File: src/rtl/denoise_median3x3_pkg.sv
// Shared definitions for the 3x3 median denoiser.
//   ColorDepth : default bits per colour component
//   color_e    : channel codes carried on color_in / color_out
//   seq_e      : output sequencer states (R is emitted directly, G and B follow)
package denoise_median3x3_pkg;

    localparam int unsigned ColorDepth = 8;

    typedef enum logic [2:0] {
        ColRed   = 3'd0,
        ColGreen = 3'd1,
        ColBlue  = 3'd2,
        ColVoid  = 3'd3
    } color_e;

    typedef enum logic [1:0] {
        SeqIdle,
        SeqGreen,
        SeqBlue
    } seq_e;

endpackage

File: src/rtl/denoise_median3x3_median9.sv
// Combinational median of nine unsigned values using a 19-element compare-swap network.
//   vals_i : nine input values, any order
//   med_o  : 5th smallest of the nine
module denoise_median3x3_median9
    import denoise_median3x3_pkg::*;
#(
    parameter int unsigned W = ColorDepth
) (
    input  logic [8:0][W-1:0] vals_i,
    output logic [W-1:0]      med_o
);

    // Each step leaves min in slot PairLo[k] and max in slot PairHi[k]. The network only
    // guarantees slot 4; the other slots are not fully sorted.
    localparam int PairLo [19] = '{1, 4, 7, 0, 3, 6, 1, 4, 7, 0, 5, 4, 3, 1, 2, 4, 4, 6, 4};
    localparam int PairHi [19] = '{2, 5, 8, 1, 4, 7, 2, 5, 8, 3, 8, 7, 6, 4, 5, 7, 2, 4, 2};

    logic [8:0][W-1:0] p;
    logic [W-1:0]      lo_v;
    logic [W-1:0]      hi_v;

    always_comb begin
        p    = vals_i;
        lo_v = '0;
        hi_v = '0;
        for (int k = 0; k < 19; k++) begin
            lo_v = p[PairLo[k]];
            hi_v = p[PairHi[k]];
            if (lo_v > hi_v) begin
                p[PairLo[k]] = hi_v;
                p[PairHi[k]] = lo_v;
            end
        end
        med_o = p[4];
    end

endmodule

File: src/rtl/denoise_median3x3.sv
// Streaming 3x3 per-channel median denoiser for a fixed-size RGB frame.
// Components arrive serially (R, G, B); B completes a pixel. Once a full 3x3 window exists
// the three channel medians are computed in parallel and emitted serially as R, G, B.
//   clk          : clock, rising edge
//   rst_n        : synchronous reset, active HIGH despite the name
//   pixel_in     : component value          valid_in   : component qualifier
//   color_in     : 0=R 1=G 2=B, else VOID   last_col_in: final pixel of the frame
//   pixel_out    : median of channel color_out
//   valid_out    : output qualifier         color_out  : channel code, 3 when idle
//   last_col_out : high on the three components of the final output pixel
module denoise_median3x3
    import denoise_median3x3_pkg::*;
#(
    parameter int unsigned COLOR_DEPTH = ColorDepth,
    parameter int unsigned IMG_W       = 12,
    parameter int unsigned IMG_H       = 6
) (
    input  logic                   clk,
    input  logic                   rst_n,
    input  logic [COLOR_DEPTH-1:0] pixel_in,
    input  logic                   valid_in,
    input  logic [2:0]             color_in,
    input  logic                   last_col_in,
    output logic [COLOR_DEPTH-1:0] pixel_out,
    output logic                   valid_out,
    output logic [2:0]             color_out,
    output logic                   last_col_out
);

    localparam int unsigned ColW = $clog2(IMG_W);
    localparam int unsigned RowW = $clog2(IMG_H);

    typedef logic [2:0][COLOR_DEPTH-1:0] pix_t;  // [0]=R [1]=G [2]=B

    logic [COLOR_DEPTH-1:0] r_q, g_q;
    logic [ColW-1:0]        col_q, col_d;
    logic [RowW-1:0]        row_q, row_d;

    pix_t lb1_q [IMG_W];  // row r-1
    pix_t lb2_q [IMG_W];  // row r-2
    pix_t win_q [3][2];   // [row r-2..r][column c-2, c-1]
    pix_t nc    [3];      // incoming column c, rows r-2..r
    pix_t pix_new;

    logic complete, at_last_pos, frame_end, win_ok;

    assign complete    = valid_in && (color_in == ColBlue);
    assign at_last_pos = (row_q == RowW'(IMG_H - 1)) && (col_q == ColW'(IMG_W - 1));
    assign frame_end   = last_col_in || at_last_pos;
    assign win_ok      = (row_q >= RowW'(2)) && (col_q >= ColW'(2));
    assign pix_new     = {pixel_in, g_q, r_q};

    // ---------------- position counters and component assembly ----------------
    always_comb begin
        col_d = col_q;
        row_d = row_q;
        if (complete) begin
            if (frame_end) begin
                col_d = '0;
                row_d = '0;
            end else if (col_q == ColW'(IMG_W - 1)) begin
                col_d = '0;
                row_d = row_q + RowW'(1);
            end else begin
                col_d = col_q + ColW'(1);
            end
        end
    end

    always_ff @(posedge clk) begin
        if (rst_n) begin
            r_q   <= '0;
            g_q   <= '0;
            col_q <= '0;
            row_q <= '0;
        end else begin
            if (valid_in && (color_in == ColRed))   r_q <= pixel_in;
            if (valid_in && (color_in == ColGreen)) g_q <= pixel_in;
            col_q <= col_d;
            row_q <= row_d;
        end
    end

    // ---------------- line buffers and window (contents need no reset) ----------------
    always_comb begin
        nc[0] = lb2_q[col_q];
        nc[1] = lb1_q[col_q];
        nc[2] = pix_new;
    end

    always_ff @(posedge clk) begin
        if (complete) begin
            lb2_q[col_q] <= lb1_q[col_q];
            lb1_q[col_q] <= pix_new;
            for (int rr = 0; rr < 3; rr++) begin
                win_q[rr][0] <= win_q[rr][1];
                win_q[rr][1] <= nc[rr];
            end
        end
    end

    // ---------------- medians over the window including the incoming column ----------------
    logic [8:0][COLOR_DEPTH-1:0] vals [3];
    logic [COLOR_DEPTH-1:0]      med  [3];

    always_comb begin
        for (int ch = 0; ch < 3; ch++) begin
            for (int rr = 0; rr < 3; rr++) begin
                vals[ch][rr*3 + 0] = win_q[rr][0][ch];
                vals[ch][rr*3 + 1] = win_q[rr][1][ch];
                vals[ch][rr*3 + 2] = nc[rr][ch];
            end
        end
    end

    for (genvar ch = 0; ch < 3; ch++) begin : g_med
        denoise_median3x3_median9 #(
            .W (COLOR_DEPTH)
        ) u_median9 (
            .vals_i (vals[ch]),
            .med_o  (med[ch])
        );
    end

    // ---------------- output sequencer ----------------
    seq_e                   seq_q, seq_d;
    logic [COLOR_DEPTH-1:0] med_g_q, med_g_d, med_b_q, med_b_d;
    logic                   last_pend_q, last_pend_d;
    logic [COLOR_DEPTH-1:0] pix_out_q, pix_out_d;
    logic                   valid_out_q, valid_out_d;
    logic [2:0]             color_out_q, color_out_d;
    logic                   last_out_q, last_out_d;

    always_comb begin
        seq_d       = seq_q;
        med_g_d     = med_g_q;
        med_b_d     = med_b_q;
        last_pend_d = last_pend_q;
        pix_out_d   = '0;
        valid_out_d = 1'b0;
        color_out_d = ColVoid;
        last_out_d  = 1'b0;
        if (complete && win_ok) begin
            // Red goes out straight from the network; G and B are held for the next two cycles.
            pix_out_d   = med[0];
            valid_out_d = 1'b1;
            color_out_d = ColRed;
            last_out_d  = at_last_pos;
            last_pend_d = at_last_pos;
            med_g_d     = med[1];
            med_b_d     = med[2];
            seq_d       = SeqGreen;
        end else begin
            unique case (seq_q)
                SeqGreen: begin
                    pix_out_d   = med_g_q;
                    valid_out_d = 1'b1;
                    color_out_d = ColGreen;
                    last_out_d  = last_pend_q;
                    seq_d       = SeqBlue;
                end
                SeqBlue: begin
                    pix_out_d   = med_b_q;
                    valid_out_d = 1'b1;
                    color_out_d = ColBlue;
                    last_out_d  = last_pend_q;
                    seq_d       = SeqIdle;
                end
                default: begin
                    seq_d = SeqIdle;
                end
            endcase
        end
    end

    always_ff @(posedge clk) begin
        if (rst_n) begin
            seq_q       <= SeqIdle;
            med_g_q     <= '0;
            med_b_q     <= '0;
            last_pend_q <= 1'b0;
            pix_out_q   <= '0;
            valid_out_q <= 1'b0;
            color_out_q <= ColVoid;
            last_out_q  <= 1'b0;
        end else begin
            seq_q       <= seq_d;
            med_g_q     <= med_g_d;
            med_b_q     <= med_b_d;
            last_pend_q <= last_pend_d;
            pix_out_q   <= pix_out_d;
            valid_out_q <= valid_out_d;
            color_out_q <= color_out_d;
            last_out_q  <= last_out_d;
        end
    end

    assign pixel_out    = pix_out_q;
    assign valid_out    = valid_out_q;
    assign color_out    = color_out_q;
    assign last_col_out = last_out_q;

endmodule

File: config.mk
export PLATFORM = sky130hd
export DESIGN_NAME = denoise_median3x3
export DESIGN_NICKNAME = d
export VERILOG_FILES = /design/src/rtl/denoise_median3x3_pkg.sv /design/src/rtl/denoise_median3x3_median9.sv /design/src/rtl/denoise_median3x3.sv
export SDC_FILE = /design/constraint.sdc
export NUM_CORES = 2
export LEC_CHECK = 0
export BUFFER_PORTS_ARGS = -buffer_cell sky130_fd_sc_hd__buf_4
export CORE_MARGIN = 2
export CORE_UTILIZATION = 40
export CTS_CLUSTER_DIAMETER = 30
export DETAILED_ROUTE_END_ITERATION = 10
export GPL_TIMING_DRIVEN = 1
export PLACE_DENSITY_LB_ADDON = 0.12
export SYNTH_ARGS = -nofsm -noshare
export SYNTH_HDL_FRONTEND = slang
export SYNTH_HIERARCHICAL = 1
export SYNTH_SLANG_ARGS = --single-unit
File: constraint.sdc
create_clock -name clk -period 29.3 [get_ports clk]
set_clock_uncertainty 0.15 [all_clocks]
set_input_delay 7.325 -clock clk [delete_from_list [all_inputs] [get_ports clk]]
set_output_delay 7.325 -clock clk [all_outputs]
set_load 0.1 [all_outputs]
# Word-level counts from Yosys, hierarchy flattened
# Memories as Yosys holds them, arrays and structs flattened. A register that Yosys moved wholly into a read port is not among the register bits.
# Cells that the tools add are included.
# Widths: inputs -> output; s select.
word_totals:
  register_bits: 55
  mem_bits_rw: 720
  out_inout_bits: 13
  elab_cells: 179
  mem_count: 3
classes:
  n_addsub: 2
  order_cmp: 59
  n_eq_ne: 6
  muxes: 83
  reduce_logical: 12
memory_table:
  columns: ["name", "depth", "width", "rd", "rd_ports_with_merged_regs", "wr", "line_no", "text"]
  rows:
  - ["lb1_q", 12, 24, 1, 1, 1, "denoise_median3x3.sv:39", "pix_t lb1_q [IMG_W];"]
  - ["lb2_q", 12, 24, 1, 1, 1, "denoise_median3x3.sv:40", "pix_t lb2_q [IMG_W];"]
  - ["win_q", 3, 48, 3, 0, 3, "denoise_median3x3.sv:41", "pix_t win_q [3][2];"]
ops:
  columns: ["cell", "count"]
  rows:
  - ["$gt 8x8->1", 57]
  - ["$mux 16", 27]
  - ["$mux 8", 37]
  - ["$mux 4", 6]
  - ["$pmux 8 s2", 1]
  - ["$mux 1", 7]
  - ["$logic_and 1x1->1", 6]
  - ["$mux 3", 2]
  - ["$add 4x1->4 const B", 1]
  - ["$eq 4x4->1 const B", 1]
  - ["$ge 4x2->1 const B", 1]
  - ["$mux 2", 2]
  - ["$pmux 2 s2", 1]
  - ["$reduce_or 2->1", 2]
  - ["$add 3x1->3 const B", 1]
  - ["$eq 3x1->1 const B", 1]
  - ["$eq 3x2->1 const B", 1]
  - ["$eq 3x3->1 const B", 1]
  - ["$ge 3x2->1 const B", 1]
  - ["$logic_not 3->1", 1]
  - ["$eq 2x1->1 const B", 1]
  - ["$eq 2x2->1 const B", 1]
  - ["$reduce_and 2->1", 1]
  - ["$reduce_bool 2->1", 1]
  - ["$logic_or 1x1->1", 1]

# Logic depth before layout (Yosys ltp)
# An unclocked memory read counts as a cell.
depth:
  ltp_word: 20
  mapped_depth: 107

# Cells and area by module
# The synthesis kept the hierarchy.
by_module_without_submodules:
  columns: ["mod", "n_inst", "cells_each", "area_each_um2", "seq_area_each_um2"]
  rows:
  - ["denoise_median3x3", 1, 1326, 28219.6, 22781.8]
  - ["denoise_median3x3_median9 at g_med[1].u_median9", 1, 1039, 7130.6, 0.0]
  - ["denoise_median3x3_median9 at g_med[2].u_median9", 1, 960, 6916.6, 0.0]
  - ["denoise_median3x3_median9 at g_med[0].u_median9", 1, 993, 6859.1, 0.0]

# Worst setup path after synthesis
# No wires, ideal clock.
synth_path:
  path_kind: "input port to flip-flop"
  from: "input pixel_in[7]"
  to: "register med_b_q[5]"
  t_arrival_ns: 23.522
  required_ns: 29.080
  slack_ns: 5.557
  path_stages: 85
  path_buffers: 12
  path_cell_list: "inv_1 ha_1 a21oi_1 o21a_1 o21bai_1 a21boi_1 buf_4 buf_1 mux2i_1 ha_1 a21oi_1 o21ai_0 o22ai_1 nand2_1 mux2i_4 clkbuf_1 nand2_1 o21ai_0 [49 not listed] nand4_1 nor2_1 o311ai_0 or3_2 a2bb2oi_4 mux2_4 ha_1 o21a_1 o21ai_0 nand2b_1 a21oi_1 nor2_1 a211oi_1 a21oi_2 clkbuf_1 a221oi_1 nand2_1 a21oi_1"
synth_rtl:
  columns: ["element", "line_no", "text"]
  rows:
  - ["start, declared", "denoise_median3x3.sv:20", "input logic [COLOR_DEPTH-1:0] pixel_in,"]
  - ["end signal, assigned", "denoise_median3x3.sv:189", "med_b_q <= med_b_d;"]
  - ["end, declared", "denoise_median3x3.sv:127", "logic [COLOR_DEPTH-1:0] med_g_q, med_g_d, med_b_q, med_b_d;"]

==> impl_metrics.csv <==
group,metric,value,unit
die,dieArea,0.1256,mm2
yosys,netlist_area,0.04913,mm2
setup_path,crit_required,29.83,ns
sta,setup_tns,0,ns
yosys,synthSimpleGateAreaFrac,10.32,%
setup_path,crit_start,"pixel_in[1]",
grt,grt_overflow,0,
sta,hold_viol_final,0,
yosys,yosysUniqueCellTypes,120,
sta,fin_crit,24.45,ns
cells_and_area,final_cells,6226,
cells_and_area,drive_gt1_share,16.50,%
status,outcome,"finished clean",
sta,worst_pin_slew,1.213,ns
setup_path,reg2regPathDepth,90,
drt,drc,0,
setup_path,critPathTopFamily,"compound AO/OA/AOI/OAI gates",
clock_tree,cts_resized,0,
setup_path,critPathCapture,"med_b_q[0]",
die,initial_core_util,40.31,%
yosys,synth_nets,4785,
setup_path,regToRegSetupSlack,7.51,ns
die,coreArea,0.1219,mm2
drt,vias,34194,
placed_design,hpwl,95.98,mm
yosys,yosys_warnings,6,
grt,grt_max_degree,65,
flow_run,cap_violations,0,
clock_tree,clk_path_buf_depth,3,
die,fp-row-count,128,
clock_tree,cts_buffers,183,
setup_path,crit_fanout,28,
hold_path,holdCritPathClass,"reg2reg",
setup_path,critPathBufInv,11,
sta,setup_viol,0,
clock_tree,htreeDepth,4,
sta,slew_headroom,19.03,%
cells_and_area,multi_input_area,0.02449,mm2
sta,setup_slack,4.855,ns
placed_design,portBuffers,26,
clock_tree,clk_pin_slew,0.05,ns
clock_tree,cts.sinks,778,
grt,grt_usage,21.93,%
cells_and_area,final_nets,4911,
setup_path,criticalPathCategory,"in2reg",
yosys,synth-adder-area-share,11.60,%
setup_path,r2r-end,"med_b_q[0]",
placed_design,post-place-ws,4.218,ns
sta,fmax,0.04091,GHz
setup_path,critPathMaxStageDelay,0.66,ns
sta,finalCritPeriodShare,83.43,%
drt,drt-total-wl,137.7,mm
setup_path,crit_slowest_cell,"nand2_1",
drt,ant_nets,0,
drt,drtIter0Drc,2377,
setup_path,cp-end-kind,"register",
yosys,synth-compound-area-share,13.44,%
placed_design,gp_congestion,0.8665,
drt,vias_per_cell,5.492,
clock_tree,ctsRootBufferMaster,"clkbuf_16",
setup_path,start_kind,"primary input",
yosys,muxShareOfSynthArea,14.12,%
grt,grt_pass1_vias,34371,
sta,rsz0062_at_grt,"no",
die,io_pins,28,
yosys,ys.flop_type,"edfxtp_1",
clock_tree,tritoncts,"yes",
setup_path,cp_num_cells,87,
cells_and_area,n_antenna_cell,0,
placed_design,dp_cells,5884,
clock_tree,postCtsSetupRepairBufs,0,
die,die_h,354.5,um
die,chipWidth,354.5,um
grt,antenna_found_initial,2,
clock_tree,hold_buffers,0,
yosys,synth-edff-count,720,
cells_and_area,area_growth_syn_to_layout,17.10,%
cells_and_area,regArea,0.02279,mm2
yosys,synth-async-reset-ratio,0,%
clock_tree,worstSkewPairLatency,0.76,ns
yosys,postSynthAreaPerCell,11.38,um2
setup_path,arrival,24.97,ns
drt,wl_per_cell,22.12,um
cells_and_area,post-route-util,47.20,%
yosys,ys_ff_latch,778,
grt,grt_first_pass_wirelength,210.4,mm
yosys,seq_area_frac_synth,46.37,%
drt,drt_first_pass_iters,7,
yosys,netlist_instances,4318,
yosys,synth_top_family_by_area,"multiplexers",
yosys,synthXorXnorAreaFrac,0.1605,%
sta,drv_slew,0,
cells_and_area,fillers,11041,
[Yosys cell counts, drive strengths merged (11+ instances only)]
cell	instances	area share, %
edfxtp	720	44
ha	452	12
nand2	396	3.0
a21oi	328	3.4
inv	323	2.5
nor2	264	2.1
o21ai	261	2.7
mux2i	253	5.3
mux4	144	6.6
mux2	92	2.2
nand3	86	0.90
clkbuf	84	0.64
o21a	78	1.2
buf	77	0.85
a22oi	65	1.0
a21o	60	0.92
dfxtp	58	2.4
nor2b	57	0.76
nand2b	53	0.67
nand4	49	0.64
nor3	41	0.43
o211ai	35	0.59
and2	28	0.36
and3	28	0.36
o31ai	25	0.43
or2	22	0.28
a211oi	21	0.40
a21boi	17	0.26
o22ai	15	0.24
or3	15	0.19
a31oi	13	0.17
o21bai	11	0.17
o31a	11	0.20
[metal layers]
metal	GRT usage (%)	share of wire, %	up-vias
met2	36.98	48	615
met3	3.008	3.6	146
met4	4.873	1.5	2
met5	0	0.011	-
li1	-	-	16637
met1	30.02	47	16794
[sequential cells by signal, summed over array words and instances, names as in the netlist, named ones only]
signal	flops
color_out	2
seq_q	2
last_col_out	1
med_b_q	8
valid_out	1
row_q	3
r_q	8
last_pend_q	1
pixel_out	8
col_q	4
win_q	144
lb2_q	288
g_q	8
lb1_q	288
med_g_q	8
[worst min-delay path by stage]
stage / startpoint / endpoint / slack (ns) / depth (start not counted)
2_1_floorplan: med_b_q[0] / med_b_q[0] / 0.29 / 2
3_3_place_gp: last_pend_q / last_pend_q / 0.29 / 2
3_5_place_dp: med_g_q[5] / med_g_q[5] / 0.30 / 2
4_1_cts: med_g_q[5] / med_g_q[5] / 0.31 / 2
5_1_grt: last_pend_q / last_pend_q / 0.35 / 2
6_report: med_g_q[5] / med_g_q[5] / 0.31 / 2
[worst min-delay path: stages, from the launching register on]
cell and delay [ns]:
dfxtp_1 0.30, nand2_1 0.05, a21oi_1 0.05
[area by class of cell]
type	count	area share (%)
well taps	1625	3.534
clock buffers	217	8.415
repair buffers	102	1.331
clock inverters	125	2.373
flip-flops and latches	778	39.63
multi-input cells	3052	42.58
inverters	327	2.142
[cells by family after synthesis]
logic type      count (synthesis)
mux                           489
flops                         778
xor+xnor                        9
simple gates                 1072
compound gates               1025
other cells                     1
buf+inv                       488
fa+ha+maj                     456
[cells in the final DEF (no fill, tap or decap), types with 15 or more instances in the layout]
master,count
a22oi_1,64
o21a_1,78
clkinv_4,23
and2_1,16
clkinvlp_4,24
mux2_2,79
o21ai_1,45
clkbuf_1,24
clkinv_2,23
clkinv_1,21
ha_1,452
inv_1,323
nand2b_1,53
mux4_2,144
clkbuf_16,186
o21ai_0,213
a21oi_1,319
nand4_1,48
a21o_1,60
mux2i_1,242
nor2b_1,54
buf_4,102
nand3_1,84
nand2_1,396
edfxtp_1,720
a211oi_1,15
o211ai_1,30
dfxtp_1,54
bufinv_16,17
or2_2,19
nor3_1,40
and3_1,28
o31ai_1,20
nor2_1,258
[metrics by stage]
stage / area, um2 / hold WS, ns
floorplan: 49130 / 0.2860
global placement: 51320 / 0.2940
detailed placement: 51320 / 0.3025
CTS: 57530 / 0.3089
global route: 57530 / 0.3474
finish: 57530 / 0.3076
Power is not shown: default switching activity piles up to over one toggle a cycle in this logic, so the estimate is an artifact.
